**config.mk**
```make
export PLATFORM = sky130hd
export DESIGN_NAME = usb_token_rx
export DESIGN_NICKNAME = d
export VERILOG_FILES = /design/src/rtl/usb_pkg.sv /design/src/rtl/usb_crc5.sv /design/src/rtl/usb_token_rx.sv
export SDC_FILE = /design/constraint.sdc
export NUM_CORES = 1
export LEC_CHECK = 0
export ABC_AREA = 1
export ABC_CLOCK_PERIOD_IN_PS = 4800
export CAP_MARGIN = 20
export CORE_ASPECT_RATIO = 1.5
export CORE_MARGIN = 4
export CORE_UTILIZATION = 55
export CTS_BUF_LIST = sky130_fd_sc_hd__clkbuf_16
export CTS_CLUSTER_SIZE = 12
export DETAILED_ROUTE_END_ITERATION = 6
export DONT_BUFFER_PORTS = 1
export PLACE_DENSITY = 0.7
export SLEW_MARGIN = 40
export SYNTH_ARGS = -nofsm -noshare
export SYNTH_HDL_FRONTEND = slang
export SYNTH_HIERARCHICAL = 1
export SYNTH_SLANG_ARGS = --single-unit
```
**constraint.sdc**
```tcl
create_clock -name clk -period 4.8 [get_ports clk]
set_input_delay 0.48 -clock clk [delete_from_list [all_inputs] [get_ports clk]]
set_output_delay 0.48 -clock clk [all_outputs]
set_load 0.01 [all_outputs]
```
**src/rtl/usb_pkg.sv**
```systemverilog
// Shared definitions for the USB token path (receiver now, transmitter later).
// Holds the token FSM state type, SYNC/field-length constants, CRC5 constants,
// the token PID codes and the single-bit CRC5 update step.
package usb_pkg;

  typedef enum logic [2:0] {
    TOK_IDLE,
    TOK_PID,
    TOK_ADDR,
    TOK_ENDP,
    TOK_CRC,
    TOK_WAIT_EOP
  } tok_state_e;

  // SYNC as decoded bits, bit[0] arrives first: seven 0s then a 1.
  localparam logic [7:0] USB_SYNC = 8'b1000_0000;

  localparam int PID_BITS  = 8;
  localparam int ADDR_BITS = 7;
  localparam int ENDP_BITS = 4;
  localparam int CRC5_BITS = 5;

  localparam logic [4:0] CRC5_POLY          = 5'b00101;
  localparam logic [4:0] CRC5_INIT          = 5'b11111;
  localparam logic [4:0] USB_CRC5_RESIDUAL  = 5'b01100;

  localparam logic [3:0] PID_OUT   = 4'h1;
  localparam logic [3:0] PID_IN    = 4'h9;
  localparam logic [3:0] PID_SOF   = 4'h5;
  localparam logic [3:0] PID_SETUP = 4'hD;

  // One serial CRC5 step: the incoming bit is folded in at the register MSB.
  function automatic logic [4:0] crc5_next(input logic [4:0] crc, input logic b);
    logic fb;
    fb = b ^ crc[4];
    return {crc[3:0], 1'b0} ^ (fb ? CRC5_POLY : 5'b00000);
  endfunction

endpackage

```
**src/rtl/usb_crc5.sv**
```systemverilog
// Serial USB CRC5 register: clr presets to all-ones, en folds in one bit.
// Latency: updated value visible the cycle after clr/en.
// Backpressure: none; caller qualifies each bit with en.
module usb_crc5
  import usb_pkg::*;
(
  input  logic       clk,
  input  logic       rst_b,
  input  logic       clr,
  input  logic       en,
  input  logic       bit_in,
  output logic [4:0] crc
);

  // Preset wins over update so a new packet always starts from all-ones.
  always_ff @(posedge clk or negedge rst_b) begin
    if (!rst_b) begin
      crc <= CRC5_INIT;
    end else if (clr) begin
      crc <= CRC5_INIT;
    end else if (en) begin
      crc <= crc5_next(crc, bit_in);
    end
  end

endmodule

```
**src/rtl/usb_token_rx.sv**
```systemverilog
// USB token receiver: SYNC hunt, PID/ADDR/ENDP/CRC5 capture, verdict pulse.
// Latency: verdict flag one cycle after eop (len_err one cycle after the fault).
// Backpressure: none; consumes one bit per bit_valid, cannot stall the line.
//
// Optional macro USB_TOKEN_RX_CRC_EN builds the CRC5 checker; without it the
// CRC bits are counted and dropped and crc_err is tied low.
module usb_token_rx
  import usb_pkg::*;
#(
  parameter logic [7:0] SYNC_PATTERN = USB_SYNC
`ifdef USB_TOKEN_RX_CRC_EN
  ,
  parameter logic [4:0] CRC5_RESIDUAL = USB_CRC5_RESIDUAL
`endif
) (
  input  logic       clk,
  input  logic       rst_b,
  input  logic       bit_in,
  input  logic       bit_valid,
  input  logic       eop,
  input  logic       abort,
  output logic [3:0] pid_out,
  output logic [6:0] addr_out,
  output logic [3:0] endp_out,
  output logic       pkt_valid,
  output logic       pid_err,
  output logic       crc_err,
  output logic       len_err,
  output logic       busy
);

  localparam logic [4:0] PID_LAST  = 5'(PID_BITS - 1);
  localparam logic [4:0] ADDR_LAST = 5'(ADDR_BITS - 1);
  localparam logic [4:0] ENDP_LAST = 5'(ENDP_BITS - 1);
  localparam logic [4:0] CRC_LAST  = 5'(CRC5_BITS - 1);

  tok_state_e state;
  logic [7:0] win;
  logic [7:0] win_nxt;
  logic [4:0] cnt;
  logic [3:0] chk;
  logic       take;
  logic       sync_hit;
  logic       pid_bad;

  // A bit arriving together with eop is dropped; eop decides the cycle.
  assign take     = bit_valid && !eop;
  assign win_nxt  = {bit_in, win[7:1]};
  assign sync_hit = (state == TOK_IDLE) && take && !abort && (win_nxt == SYNC_PATTERN);
  assign busy     = (state != TOK_IDLE);
  assign pid_bad  = (chk != ~pid_out);

`ifdef USB_TOKEN_RX_CRC_EN
  logic [4:0] crc;
  logic       crc_en;
  logic       crc_bad;

  assign crc_en  = take && !abort && (state inside {TOK_ADDR, TOK_ENDP, TOK_CRC});
  assign crc_bad = (crc != CRC5_RESIDUAL);

  usb_crc5 u_crc5 (
    .clk    (clk),
    .rst_b  (rst_b),
    .clr    (sync_hit),
    .en     (crc_en),
    .bit_in (bit_in),
    .crc    (crc)
  );
`else
  assign crc_err = 1'b0;
`endif

  // Token FSM: sync hunt, LSB-first field capture and the end-of-packet verdict.
  always_ff @(posedge clk or negedge rst_b) begin
    if (!rst_b) begin
      state     <= TOK_IDLE;
      win       <= 8'h00;
      cnt       <= 5'd0;
      chk       <= 4'h0;
      pid_out   <= 4'h0;
      addr_out  <= 7'h00;
      endp_out  <= 4'h0;
      pkt_valid <= 1'b0;
      pid_err   <= 1'b0;
      len_err   <= 1'b0;
`ifdef USB_TOKEN_RX_CRC_EN
      crc_err   <= 1'b0;
`endif
    end else begin
      pkt_valid <= 1'b0;
      pid_err   <= 1'b0;
      len_err   <= 1'b0;
`ifdef USB_TOKEN_RX_CRC_EN
      crc_err   <= 1'b0;
`endif
      if (abort) begin
        // Flush without a verdict; captured fields keep their last values.
        state <= TOK_IDLE;
        win   <= 8'h00;
        cnt   <= 5'd0;
      end else begin
        case (state)
          TOK_IDLE: begin
            if (take) begin
              win <= win_nxt;
              if (sync_hit) begin
                state <= TOK_PID;
                cnt   <= 5'd0;
              end
            end
          end
          TOK_PID: begin
            if (eop) begin
              len_err <= 1'b1;
              state   <= TOK_IDLE;
            end else if (bit_valid) begin
              if (cnt[2]) chk[cnt[1:0]]     <= bit_in;
              else        pid_out[cnt[1:0]] <= bit_in;
              if (cnt == PID_LAST) begin
                state <= TOK_ADDR;
                cnt   <= 5'd0;
              end else begin
                cnt <= cnt + 5'd1;
              end
            end
          end
          TOK_ADDR: begin
            if (eop) begin
              len_err <= 1'b1;
              state   <= TOK_IDLE;
            end else if (bit_valid) begin
              addr_out[cnt[2:0]] <= bit_in;
              if (cnt == ADDR_LAST) begin
                state <= TOK_ENDP;
                cnt   <= 5'd0;
              end else begin
                cnt <= cnt + 5'd1;
              end
            end
          end
          TOK_ENDP: begin
            if (eop) begin
              len_err <= 1'b1;
              state   <= TOK_IDLE;
            end else if (bit_valid) begin
              endp_out[cnt[1:0]] <= bit_in;
              if (cnt == ENDP_LAST) begin
                state <= TOK_CRC;
                cnt   <= 5'd0;
              end else begin
                cnt <= cnt + 5'd1;
              end
            end
          end
          TOK_CRC: begin
            if (eop) begin
              len_err <= 1'b1;
              state   <= TOK_IDLE;
            end else if (bit_valid) begin
              if (cnt == CRC_LAST) begin
                state <= TOK_WAIT_EOP;
                cnt   <= 5'd0;
              end else begin
                cnt <= cnt + 5'd1;
              end
            end
          end
          TOK_WAIT_EOP: begin
            if (eop) begin
              // Exactly one verdict: PID check outranks CRC check.
              state <= TOK_IDLE;
              if (pid_bad) begin
                pid_err <= 1'b1;
              end
`ifdef USB_TOKEN_RX_CRC_EN
              else if (crc_bad) begin
                crc_err <= 1'b1;
              end
`endif
              else begin
                pkt_valid <= 1'b1;
              end
            end else if (bit_valid) begin
              len_err <= 1'b1;
              state   <= TOK_IDLE;
            end
          end
          default: state <= TOK_IDLE;
        endcase
      end
    end
  end

endmodule

```
==> impl_table.tex <==
\begin{tabular}{lr}
\hline
Metric & Value \\
\hline
\multicolumn{2}{l}{\textbf{Clock network}} \\
\quad Clock insertion delay at the later pin of the skew report & 280 ps \\
\quad Max Root-Sink Buffers & 2 \\
\quad Sinks on the clock net & 37 \\
\quad Post\_cts resized & 0 \\
\quad Clock slew at reported path FFs & 50 ps \\
\quad Number of setup buffers added after CTS & 0 \\
\quad Number of levels the H-tree was split into & 2 \\
\quad TritonCTS clock tree & done \\
\quad Clock root buffer & clkbuf\_16 \\
\quad Clock buffer count from CTS & 5 \\
\multicolumn{2}{l}{\textbf{Timing}} \\
\quad Hold Fails Final Rpt & 0 \\
\quad Tightest hold margin & 34.8 ps \\
\quad Slew at the pin with the worst max-slew slack & 639 ps \\
\quad Worst Skew & 6.90 ps \\
\quad Headroom to the max-slew limit & 57.4\% \\
\quad Number of slew-limit violations in the final report & 0 \\
\quad RSZ-0062 raised after global routing & no \\
\quad Final critical delay including setup and external delays & 1870 ps \\
\quad Highest achievable clock rate & 535 MHz \\
\quad Fin Setup TNS & 0 ps \\
\quad Final setup violating endpoints & 0 \\
\quad Post-route clock period utilization & 38.9\% \\
\multicolumn{2}{l}{\textbf{Die}} \\
\quad Floorplan row count & 27 \\
\quad Height of the die & 83.9 µm \\
\quad Area of the placeable core & 3680 µm² \\
\quad Area of the die & 4920 µm² \\
\quad Die outline width & 58.6 µm \\
\quad Starting utilization of the core area & 57.4\% \\
\quad I/O pin total & 26 \\
\multicolumn{2}{l}{\textbf{Synth}} \\
\quad Proportion of synthesized chip area in sequential cells & 43.8\% \\
\quad Cells taking the most area after synthesis & dfrtp\_1 (44\%), nand2\_1 (9.1\%), nor2\_4 (5.9\%) \\
\quad Portion of synthesized cell area occupied by the leading cell type & 43.8\% \\
\quad Post-synthesis average cell area & 8.32 µm² \\
\quad Netlist area before placement & 2110 µm² \\
\quad Total of flip-flops plus latches after synthesis & 37 \\
\quad Count of unique library cells instantiated by Yosys & 33 \\
\quad Synthesis warning total & 6 \\
\quad Leading area contributor after synthesis & dfrtp\_1 \\
\quad Synthesized Nets & 264 \\
\quad Number of instances in the synthesized netlist & 254 \\
\multicolumn{2}{l}{\textbf{Global routing}} \\
\quad Number of antenna violations at the first check in global routing & 0 \\
\quad GR Overflow Total & 0 \\
\quad GRT Resource Usage Total & 20.6\% \\
\quad First-pass GRT wire length & 7.76 mm \\
\quad Pin count of the biggest net entering global routing & 38 \\
\quad Vias in the first global route & 1742 \\
\multicolumn{2}{l}{\textbf{Setup path}} \\
\quad Worst path top cell family by delay & simple AND/OR/NAND/NOR gates \\
\quad Maximum net fanout on the critical path & 8 \\
\quad CP dominant cell by count & nand2\_1 \\
\quad Setup crit start kind & flop \\
\quad Cell depth of the worst flop-to-flop path & 10 \\
\quad Capturing element type of the critical path & flop \\
\quad Reg2reg start & cnt[0] \\
\quad Minimum setup slack among reg-to-reg paths & 2930 ps \\
\quad End of the worst register-to-register path & state[2] \\
\quad CP Depth & 10 \\
\quad Critical Path RT & 4960 ps \\
\quad Launch point of the critical path & cnt[0] \\
\quad Worst path bufs/invs & 1 \\
\quad Cells traversed along the worst timing path & ha\_1 -> inv\_1 -> nor2\_1 -> nand2\_1 -> nand3\_1 -> nand2\_2 -> nor2\_4 -> nand3\_2 -> nand2\_1 -> nand2\_1 \\
\quad CP Capture Point & state[2] \\
\quad Arr. time, crit path & 2030 ps \\
\quad Worst-path cell with the longest stage delay & dfrtp\_1 \\
\quad Worst path max stage delay & 520 ps \\
\quad Setup CP Type & flop to flop \\
\multicolumn{2}{l}{\textbf{Layout}} \\
\quad Fin nets & 267 \\
\quad Share of the core filled with cells & 63.1\% \\
\quad Share of post-route cells with drive strength above 1 & 15.9\% \\
\quad Area grow syn2layout & 9.88\% \\
\quad ANT cells & 0 \\
\quad Total area of multi-input combinational cells & 1060 µm² \\
\quad Sequential cell area in the final layout & 926 µm² \\
\quad Number of fill cells & 330 \\
\quad Number of non-filler instances in the completed layout & 301 \\
\multicolumn{2}{l}{\textbf{Route}} \\
\quad Iteration-0 DRC Markers & 59 \\
\quad Post-DR vias/cell & 5.68 \\
\quad Number of remaining DRC errors & 0 \\
\quad Average wire length per cell after detail routing & 14.6 µm \\
\quad Vias & 1711 \\
\quad Pre-antenna DRT Iters & 4 \\
\quad WL final & 4.38 mm \\
\quad Residual antenna-violating net count after detailed routing & 0 \\
\multicolumn{2}{l}{\textbf{Place}} \\
\quad Post-detail-place hpwl & 3.26 mm \\
\quad Routability-driven placement congestion ratio & 0.910 \\
\quad \# placed instances & 292 \\
\quad Buffers added on ports & 0 \\
\multicolumn{2}{l}{\textbf{Power}} \\
\quad Power per unit of standard cell area & 420 nW/µm² \\
\quad Total Power Consumption & 0.977 mW \\
\quad Total leakage power & 1.07 nW \\
\quad Peak supply drop & 0.300 mV \\
\multicolumn{2}{l}{\textbf{Hold path}} \\
\quad Class of the tightest hold or removal check & input port to async pin \\
\multicolumn{2}{l}{\textbf{Run status}} \\
\quad Run status & finished, final reports clean \\
\multicolumn{2}{l}{\textbf{Flow run}} \\
\quad Max-cap viol count & 0 \\
\hline
\end{tabular}
power breakdown:
part,total (mW),internal [mW],switching (mW)
clock network,0.359,0.241,0.118
registers,0.381,0.337,0.0442
logic,0.237,0.0752,0.161
how the worst min path moves through the flow:
stage,end,from,cells after the start
after global placement,pid_err,rst_b,0
after floorplan,addr_out[0],rst_b,0
after global routing,chk[3],rst_b,1
after CTS,chk[3],rst_b,1
final,pid_out[2],rst_b,1
after detailed placement,pkt_valid,rst_b,0
worst register-to-register path, delay by kind of cell (launching register included):
family / cells / cell delay, ps
fa+ha+maj: 1 / 340
flops: 1 / 520
simple gates: 8 / 780
buf+inv: 1 / 120
placed cells by master, fill, tap and decap left out, types with 2 or more instances in the layout:
cell type / netlist / layout
a21oi_1: 10 / 10
a31oi_1: 6 / 6
clkbuf_16: 0 / 5
dfrtp_1: 37 / 37
ha_1: 4 / 4
inv_1: 16 / 17
inv_2: 8 / 8
nand2_1: 51 / 51
nand2_2: 4 / 4
nand3_1: 23 / 23
nand3_2: 5 / 5
nand4_1: 4 / 4
nor2_1: 26 / 26
nor2_2: 2 / 2
nor2_4: 11 / 11
nor3_1: 2 / 2
o21a_1: 4 / 4
o21ai_0: 4 / 4
o21ai_1: 12 / 12
o31ai_1: 5 / 5
xnor2_1: 4 / 4
xor2_1: 2 / 2
layer usage:
layer / vias up / GRT usage, % / part of all wire, %
met2: 35 / 35.2 / 51
met3: 11 / 4.80 / 4.0
met5: - / 0 / 0
met4: 0 / 11.3 / 3.4
met1: 819 / 22.7 / 41
li1: 846 / - / -
cell usage after synthesis, drive strengths merged:
cell type  number
nor3b           1
nand3          28
buf             3
inv            25
a31oi           6
nand2          56
a21oi          11
o31ai           5
o21a            4
o21ai          16
ha              4
nor3            2
o2111ai         1
xnor2           4
nand3b          1
xor2            2
dfrtp          37
nand4           4
clkbuf          2
conb            1
nor2           40
a22o            1
cells by family after synthesis:
kind of cell / after synthesis / share of synthesized area (%)
AOI/OAI and AO/OA: 44 / 12.4
xor gates and xnor gates: 6 / 2.49
adders and majority gates: 4 / 2.37
buffers and inverters: 30 / 5.86
other: 1 / 0.177
DFF: 37 / 43.8
and+or+nand+nor: 132 / 33.0
area by class of cell:
type	count	area share, %
repair buffers	1	0.862
clock buffers	5	5.39
flip-flops and latches	37	39.8
well taps	43	2.32
multi-input cells	187	45.8
inverters	25	4.15
clock inverters	3	1.62
repair_timing:
action / 4_1_cts / 5_1_grt
endpoints found under the hold margin: 37 / 0
setup endpoints to repair: 0 / 0
hold buffers: 1 / 0
state kept, by name (all words and copies together) (netlist names):
register	cells
len_err	1
endp_out	4
win	7
pid_err	1
cnt	5
addr_out	7
state	3
pid_out	4
chk	4
pkt_valid	1
through the flow:
| step | setup slack, ps | instance area [µm²] |
|---|---|---|
| 3_5_place_dp | 2980 | 2140 |
| 3_3_place_gp | 2980 | 2140 |
| 6_report | 2930 | 2320 |
| 2_1_floorplan | 3210 | 2110 |
| 4_1_cts | 2950 | 2320 |
| 5_1_grt | 2720 | 2320 |
Power figures use the tool's default switching activity.
